### src/rtl/led_mmio.sv
// led_mmio: memory-mapped LED peripheral sitting on the hxd32 data-memory write bus.
//
// Stores whose address falls in a 16-byte window at BASE_ADDR update a small register file.
// The registers drive 8 water LEDs and two 7-segment digits.
// A ms-tick blink engine can periodically blank both the LEDs and the digits.
//
// Register map (byte offset, addr[3:2] selects):
//   0x0 LED    [7:0]  led pattern
//   0x4 SEG    [3:0] digit1, [4] dp1, [11:8] digit2, [12] dp2, [16] seg_en, [17] raw
//              raw mode: [6:0] digit1 segments, [14:8] digit2 segments
//   0x8 BLINK  [15:0] half-period in ticks, [16] blink_en
//   0xC STATUS [0] phase, [31:16] blink count (read-only)
//
// Ports:
//   clk_i, rst_i              clock, asynchronous active-high reset
//   wr_en_i/wr_addr_i/
//   wr_data_i/wr_byte_en_i    CPU store port (shared with the data RAM)
//   rd_en_i/rd_addr_i         register read request
//   rd_data_o/rd_vld_o        read response, one cycle after rd_en_i
//   water_led_o               LED drive, 1 = on
//   segment_led_1_o/_2_o      {common (0 = on), dp, g..a}
//
// Read protocol: there is no back-pressure. Every cycle with rd_en_i high is answered
// exactly one cycle later by a single-cycle rd_vld_o pulse. rd_data_o carries the
// register value as it stood at the rd_en_i edge, or 0 for an address outside the
// window. Between responses rd_data_o holds its last value.
module led_mmio #(
  parameter int               XLEN      = 32,
  parameter logic [XLEN-1:0]  BASE_ADDR = 32'h0001_0000,
  parameter int               TICK_DIV  = 12000
) (
  input  logic            clk_i,
  input  logic            rst_i,
  input  logic            wr_en_i,
  input  logic [XLEN-1:0] wr_addr_i,
  input  logic [XLEN-1:0] wr_data_i,
  input  logic [3:0]      wr_byte_en_i,
  input  logic            rd_en_i,
  input  logic [XLEN-1:0] rd_addr_i,
  output logic [XLEN-1:0] rd_data_o,
  output logic            rd_vld_o,
  output logic [7:0]      water_led_o,
  output logic [8:0]      segment_led_1_o,
  output logic [8:0]      segment_led_2_o
);

  // Implemented bits of each register; everything else stores and reads as 0.
  localparam logic [XLEN-1:0] LED_MASK   = XLEN'(32'h0000_00FF);
  localparam logic [XLEN-1:0] SEG_MASK   = XLEN'(32'h0003_7F7F);
  localparam logic [XLEN-1:0] BLINK_MASK = XLEN'(32'h0001_FFFF);

  localparam int              PW       = (TICK_DIV > 1) ? $clog2(TICK_DIV) : 1;
  localparam logic [PW-1:0]   PRE_LAST = PW'(TICK_DIV - 1);

  localparam logic [8:0]      SEG_OFF  = 9'h100;

  // ---------------------------------------------------------------------------
  // Address decode
  // ---------------------------------------------------------------------------
  logic       wr_hit;
  logic       rd_hit;
  logic [1:0] wr_sel;
  logic [1:0] rd_sel;

  assign wr_hit = (wr_addr_i[XLEN-1:4] == BASE_ADDR[XLEN-1:4]);
  assign rd_hit = (rd_addr_i[XLEN-1:4] == BASE_ADDR[XLEN-1:4]);
  assign wr_sel = wr_addr_i[3:2];
  assign rd_sel = rd_addr_i[3:2];

  logic led_wr;
  logic seg_wr;
  logic blink_wr;

  assign led_wr   = wr_en_i & wr_hit & (wr_sel == 2'd0);
  assign seg_wr   = wr_en_i & wr_hit & (wr_sel == 2'd1);
  assign blink_wr = wr_en_i & wr_hit & (wr_sel == 2'd2);

  // Byte-lane merge of a store into an existing register value.
  function automatic logic [XLEN-1:0] merge_bytes(
    input logic [XLEN-1:0] old_val,
    input logic [XLEN-1:0] new_val,
    input logic [3:0]      be,
    input logic [XLEN-1:0] mask
  );
    logic [XLEN-1:0] r;
    r = old_val;
    for (int i = 0; i < 4; i++) begin
      if (be[i]) r[8*i +: 8] = new_val[8*i +: 8];
    end
    return r & mask;
  endfunction

  // ---------------------------------------------------------------------------
  // Register file
  // ---------------------------------------------------------------------------
  logic [XLEN-1:0] led_q;
  logic [XLEN-1:0] seg_q;
  logic [XLEN-1:0] blink_q;

  always_ff @(posedge clk_i or posedge rst_i) begin
    if (rst_i) begin
      led_q   <= '0;
      seg_q   <= '0;
      blink_q <= '0;
    end else begin
      if (led_wr)   led_q   <= merge_bytes(led_q,   wr_data_i, wr_byte_en_i, LED_MASK);
      if (seg_wr)   seg_q   <= merge_bytes(seg_q,   wr_data_i, wr_byte_en_i, SEG_MASK);
      if (blink_wr) blink_q <= merge_bytes(blink_q, wr_data_i, wr_byte_en_i, BLINK_MASK);
    end
  end

  // ---------------------------------------------------------------------------
  // Tick prescaler and blink engine
  // ---------------------------------------------------------------------------
  logic [PW-1:0] pre_q;
  logic          tick;
  logic [15:0]   half_period;
  logic          blink_en;
  logic          blink_active;
  logic [15:0]   cnt_q;
  logic          phase_q;

  assign tick         = (pre_q == PRE_LAST);
  assign half_period  = blink_q[15:0];
  assign blink_en     = blink_q[16];
  assign blink_active = blink_en & (half_period != 16'd0);

  // A BLINK store restarts the whole engine so a new half-period begins
  // cleanly from a lit phase, regardless of where the prescaler was.
  always_ff @(posedge clk_i or posedge rst_i) begin
    if (rst_i) begin
      pre_q   <= '0;
      cnt_q   <= '0;
      phase_q <= 1'b0;
    end else if (blink_wr) begin
      pre_q   <= '0;
      cnt_q   <= '0;
      phase_q <= 1'b0;
    end else begin
      pre_q <= tick ? '0 : pre_q + 1'b1;
      if (!blink_active) begin
        cnt_q   <= '0;
        phase_q <= 1'b0;
      end else if (tick) begin
        if (cnt_q == half_period - 16'd1) begin
          cnt_q   <= '0;
          phase_q <= ~phase_q;
        end else begin
          cnt_q <= cnt_q + 16'd1;
        end
      end
    end
  end

  logic [XLEN-1:0] status;

  always_comb begin
    status        = '0;
    status[0]     = phase_q;
    status[31:16] = cnt_q;
  end

  // ---------------------------------------------------------------------------
  // Segment decode and registered outputs
  // ---------------------------------------------------------------------------
  function automatic logic [6:0] hex7(input logic [3:0] v);
    logic [6:0] s;
    case (v)
      4'h0: s = 7'h3F;
      4'h1: s = 7'h06;
      4'h2: s = 7'h5B;
      4'h3: s = 7'h4F;
      4'h4: s = 7'h66;
      4'h5: s = 7'h6D;
      4'h6: s = 7'h7D;
      4'h7: s = 7'h07;
      4'h8: s = 7'h7F;
      4'h9: s = 7'h6F;
      4'hA: s = 7'h77;
      4'hB: s = 7'h7C;
      4'hC: s = 7'h39;
      4'hD: s = 7'h5E;
      4'hE: s = 7'h79;
      default: s = 7'h71;
    endcase
    return s;
  endfunction

  logic       blank;
  logic       seg_en;
  logic       seg_raw;
  logic [6:0] seg7_1;
  logic [6:0] seg7_2;

  assign blank   = blink_en & phase_q;
  assign seg_en  = seg_q[16];
  assign seg_raw = seg_q[17];
  assign seg7_1  = seg_raw ? seg_q[6:0]  : hex7(seg_q[3:0]);
  assign seg7_2  = seg_raw ? seg_q[14:8] : hex7(seg_q[11:8]);

  // dp bits stay at [4] and [12] in raw mode too; raw patterns that need a
  // dark dp keep segment e of the value clear, which is the same bit.
  always_ff @(posedge clk_i or posedge rst_i) begin
    if (rst_i) begin
      water_led_o     <= '0;
      segment_led_1_o <= SEG_OFF;
      segment_led_2_o <= SEG_OFF;
    end else begin
      water_led_o     <= led_q[7:0] & {8{~blank}};
      segment_led_1_o <= (seg_en & ~blank) ? {1'b0, seg_q[4],  seg7_1} : SEG_OFF;
      segment_led_2_o <= (seg_en & ~blank) ? {1'b0, seg_q[12], seg7_2} : SEG_OFF;
    end
  end

  // ---------------------------------------------------------------------------
  // Read port
  // ---------------------------------------------------------------------------
  logic [XLEN-1:0] rd_val;

  always_comb begin
    rd_val = '0;
    if (rd_hit) begin
      case (rd_sel)
        2'd0:    rd_val = led_q;
        2'd1:    rd_val = seg_q;
        2'd2:    rd_val = blink_q;
        default: rd_val = status;
      endcase
    end
  end

  // Sampling the current (pre-update) registers means a read that coincides
  // with a store to the same register returns the old value.
  always_ff @(posedge clk_i or posedge rst_i) begin
    if (rst_i) begin
      rd_vld_o  <= 1'b0;
      rd_data_o <= '0;
    end else begin
      rd_vld_o <= rd_en_i;
      if (rd_en_i) rd_data_o <= rd_val;
    end
  end

endmodule

### config.mk
export PLATFORM = sky130hd
export DESIGN_NAME = led_mmio
export DESIGN_NICKNAME = d
export VERILOG_FILES = /design/src/rtl/led_mmio.sv
export SDC_FILE = /design/constraint.sdc
export NUM_CORES = 1
export LEC_CHECK = 0
export ABC_CLOCK_PERIOD_IN_PS = 13050
export CAP_MARGIN = 20
export CORE_MARGIN = 8
export CORE_UTILIZATION = 50
export CTS_CLUSTER_SIZE = 20
export DETAILED_ROUTE_END_ITERATION = 12
export GPL_TIMING_DRIVEN = 1
export PLACE_DENSITY_LB_ADDON = 0.08
export REMOVE_ABC_BUFFERS = 1
export SLEW_MARGIN = 5
export SYNTH_ARGS = -nofsm -noshare
export SYNTH_HDL_FRONTEND = slang
export SYNTH_SLANG_ARGS = --single-unit
### constraint.sdc
create_clock -name clk_i -period 13.05 [get_ports clk_i]
set_input_delay 2.61 -clock clk_i [delete_from_list [all_inputs] [get_ports clk_i]]
set_output_delay 2.61 -clock clk_i [all_outputs]
set_load 0.02 [all_outputs]
==> results <==
- The number of antenna violations at the first check in global routing is 0.
- The most used flip-flop cell after synthesis is sky130_fd_sc_hd__dfrtp_1.
- The flow ran to the end, and the final reports show no timing, DRC or antenna violations.
- The critical path contains buffers and inverters numbering 3 combined.
- Yosys printed 0 warnings.
- The count of placed standard cells including taps is 954.
- STA classifies the critical path endpoint as a flip-flop.
- Dividing total power by cell area gives a power density of 102 mW/mm^2.
- At the pin with the least slew margin, the transition time is 1.07 ns.
- STA classifies the critical path startpoint as a primary input.
- After the first detailed-routing iteration, the DRC count stood at 428.
- The class of the tightest hold or removal check is reg2reg.
- Of the cells placed in the final design, the portion with a size suffix greater than 1 is 11.1%.
- The number of antenna diodes is 0.
- Across all hold checks on the routed design, the worst slack comes to 0.478 ns.
- The number of buffers added to fix hold violations after cts is 0.
- The worst setup path is of the in2reg kind.
- The number of buffers added on ports is 143.
- The final wirelength is 17.6 mm.
- The count of filler cells inserted in the layout is 1045.
- The number of synthesized register bits is 130.
- Once detail routing completed, the nets flagged for antenna violations numbered 0.
- The kind of cell with the highest combined delay on the critical path is simple AND/OR/NAND/NOR gates.
- Setup total negative slack on the finished layout was measured at 0 ns.
- Pin placement for this block handled 163 I/O pins.
- The relative slew slack is 27.9%.
- The most numerous cell type found on the critical path is sky130_fd_sc_hd__buf_4.
- Buffers inserted during clock tree synthesis total 17.
- Subtracting the final worst setup slack from the clock period gives 4.95 ns.
- The congestion estimate from routability-driven global placement came to 0.860.
- The number of buffers inserted to repair setup after CTS is 0.
- Based on the critical path, the design can be clocked at up to 202 MHz.
- The worst ir drop on vdd is 0.0963 mV.
- For this run the aggregate overflow at the end of global routing stands at 0.
- In this run the deepest clock path goes through 2 buffers.
- By area the synthesized netlist is led by sky130_fd_sc_hd__dfrtp_1 48%, sky130_fd_sc_hd__mux2_2 6.2%, sky130_fd_sc_hd__nor2_1 3.8%.
- The async set-reset flop share out of synthesis is 100%.
- The setup violation total in the final timing report is 0.
- In the routed layout, each cell is associated on average with a via count of 5.51.
- Max-cap violations in this run came to 0.
- Yosys instantiated no cell more often than sky130_fd_sc_hd__dfrtp_1.
- The delay of the slowest critical-path stage is 0.73 ns.
- Counting instances in the post-synthesis netlist gives the leading cell types as 129 x sky130_fd_sc_hd__dfrtp_1, 67 x sky130_fd_sc_hd__nor2_1, 55 x sky130_fd_sc_hd__inv_1.
- The total number of placement rows is 42.
- In this run the worst path has a maximum fanout of 34.
- The chip height is 132 um.
- The area growth from synthesis to layout is 31.5%.
- The count of cells resized by post-cts repair is 0.
- After floorplanning, the core was sized to cover 0.0131 sq mm.
- The clock net sink count is 130.
- The post-detailed-placement half-perimeter wirelength is 12.7 mm.
- The average instance in the mapped netlist occupies 10.0 sq um.
- Clock-pin slew was measured on the worst setup and hold paths at 0.05 ns.
- The data required time of the critical path is 13.38 ns.
- The final number of max-transition violations is 0.
- After detailed routing, the number of remaining DRC violations is 0.
- Once placement finished, the instance area stood at 0.00820 sq mm.
- The pre-antenna-repair detailed-routing pass consisted of 5 iterations.
- Entering global routing, the biggest net connects 74 pins.
- CTS placed an instance of sky130_fd_sc_hd__clkbuf_16 at the clock tree root.
- For this design the static power due to leakage is 0.00374 uW.
- The count of vias placed by the detailed router is 5437.
- The non-filler instance count after layout is 986.
- The cell accounting for the most synthesized area is sky130_fd_sc_hd__dfrtp_1.
- The average wire per cell in the routed design is 17.9 um.
- The initial utilization of the core area, before any placement, comes to 50.8%.
- The via count of the first global-routing pass came to 5650.
- The total power of the final layout is 895 uW.
- The arrival time at the worst endpoint is 5.28 ns.
- The count of endpoints failing hold in the final timing report is 0.
- The distinct cell type count after synthesis is 64.
- The clock latency at the later pin of the worst-skew pair is 0.42 ns.
- The cell with the largest stage delay on the worst path is sky130_fd_sc_hd__nor3_2.
- The area enclosed by the die boundary is 0.0173 sq mm.
- The TritonCTS clock tree is built.
- The cell count after synthesis came out at 666.
- The finished cells cover 0.00877 sq mm.
- The net count of the finished layout is 915.
- In the global route stage, overall resource usage came out at 20.6%.
- The critical path goes through clkdlybuf4s50_1 -> buf_4 -> nor4b_1 -> nand4_1 -> nand4b_1 -> buf_4 -> nor3_2 -> nand2_1 -> o21ai_0.
- Dividing the final minimum period by the clock period gives 38.0%.
- The sequential cell area fraction in the yosys report is 48.8%.
- The synthesized design contains 0 enable-type register cells.
- In this run the horizontal extent of the chip is 132 um.
- The first global-routing pass estimated 28.8 mm of wire.
- The clock skew after layout is 0.00712 ns.
- The cell area after synthesis is 0.00667 sq mm.
- The H-tree was split into 4 levels.
- In this run the biggest area consumer among cell types represents 48.4% of the synthesized area.
- Setup repair after global routing left no endpoint under its margin.
==> per-stage QoR <==
step	utilization (%)	worst slack [ns]
after detailed placement	62.4	7.67
after floorplan	-	6.97
after CTS	66.7	8.10
after global routing	66.8	7.80
after global placement	62.4	7.71
final	66.8	8.10
==> worst paths after layout <==
| path | start | to | slack (ns) | depth (start not counted) |
|---|---|---|---|---|
| max in group asynchronous | rst_i | rd_data_o[13]$_DFFE_PP0P_ | 9.03 | 3 |
| worst min-delay path | pre_q[0]$_DFF_PP0_ | pre_q[0]$_DFF_PP0_ | 0.48 | 1 |
| worst max register to register | blink_q[0]$_DFFE_PP0P_ | cnt_q[12]$_DFFE_PP0P_ | 9.94 | 10 |
| worst max-delay path | rd_en_i | rd_data_o[19]$_DFFE_PP0P_ | 8.10 | 9 |
| worst min register to register | pre_q[0]$_DFF_PP0_ | pre_q[0]$_DFF_PP0_ | 0.48 | 1 |
| min in group asynchronous | rst_i | rd_data_o[7]$_DFFE_PP0P_ | 2.66 | 2 |
==> layout by cell type, fill, tap and decap left out, drive strengths merged, types with 18 or more instances in the layout <==
cell           Yosys  final
dfrtp            129    129
inv               55     55
nand2             40     40
xor2              22     22
o21ai             25     25
nor2              68     68
nor4              18     18
mux2              37     37
clkdlybuf4s50      0    143
a21oi             29     29
clkbuf            30     26
nand3             18     18
==> cell families after synthesis <==
kind of cell,share of synthesized area [%]
multiplexers,9.13
XOR/XNOR,4.99
buffers and inverters,5.48
AO/OA/AOI/OAI,12.2
adder cells (fa/ha/maj),2.44
AND/OR/NAND/NOR,17.0
flip-flops,48.8
==> report_power, final <==
group / switching [uW] / leakage [uW] / internal, uW / total, uW
sequential: 0.0309 / 0.00178 / 404 / 404
clock: 163 / 0.000280 / 285 / 447
combinational: 19.1 / 0.00168 / 25.1 / 44.2
==> metal layers <==
| metal | up-vias | GRT usage (%) | wire (um) |
|---|---|---|---|
| met1 | 2670 | 24.2 | 7530 |
| li1 | 2609 | - | - |
| met3 | 29 | 4.99 | 764 |
| met5 | - | 0 | 0 |
| met4 | 0 | 7.98 | 337 |
| met2 | 129 | 35.7 | 8990 |
==> state kept, by name (all words and copies together), names as in the netlist, 9 cells and up <==
name and cells:
seg_q 16, rd_data_o 32, blink_q 17, segment_led_1_o 9, pre_q 14, cnt_q 16
==> final cells by class <==
type | count | area (sq um) | share of cell area (%)
clock buffers | 26 | 509 | 5.80
clock inverters | 5 | 50.0 | 0.570
well taps | 176 | 220 | 2.51
inverters | 55 | 209 | 2.38
multi-input cells | 446 | 3060 | 34.9
repair buffers | 148 | 1470 | 16.8
flip-flops and latches | 130 | 3250 | 37.1
(Power assumes the default switching activity.)
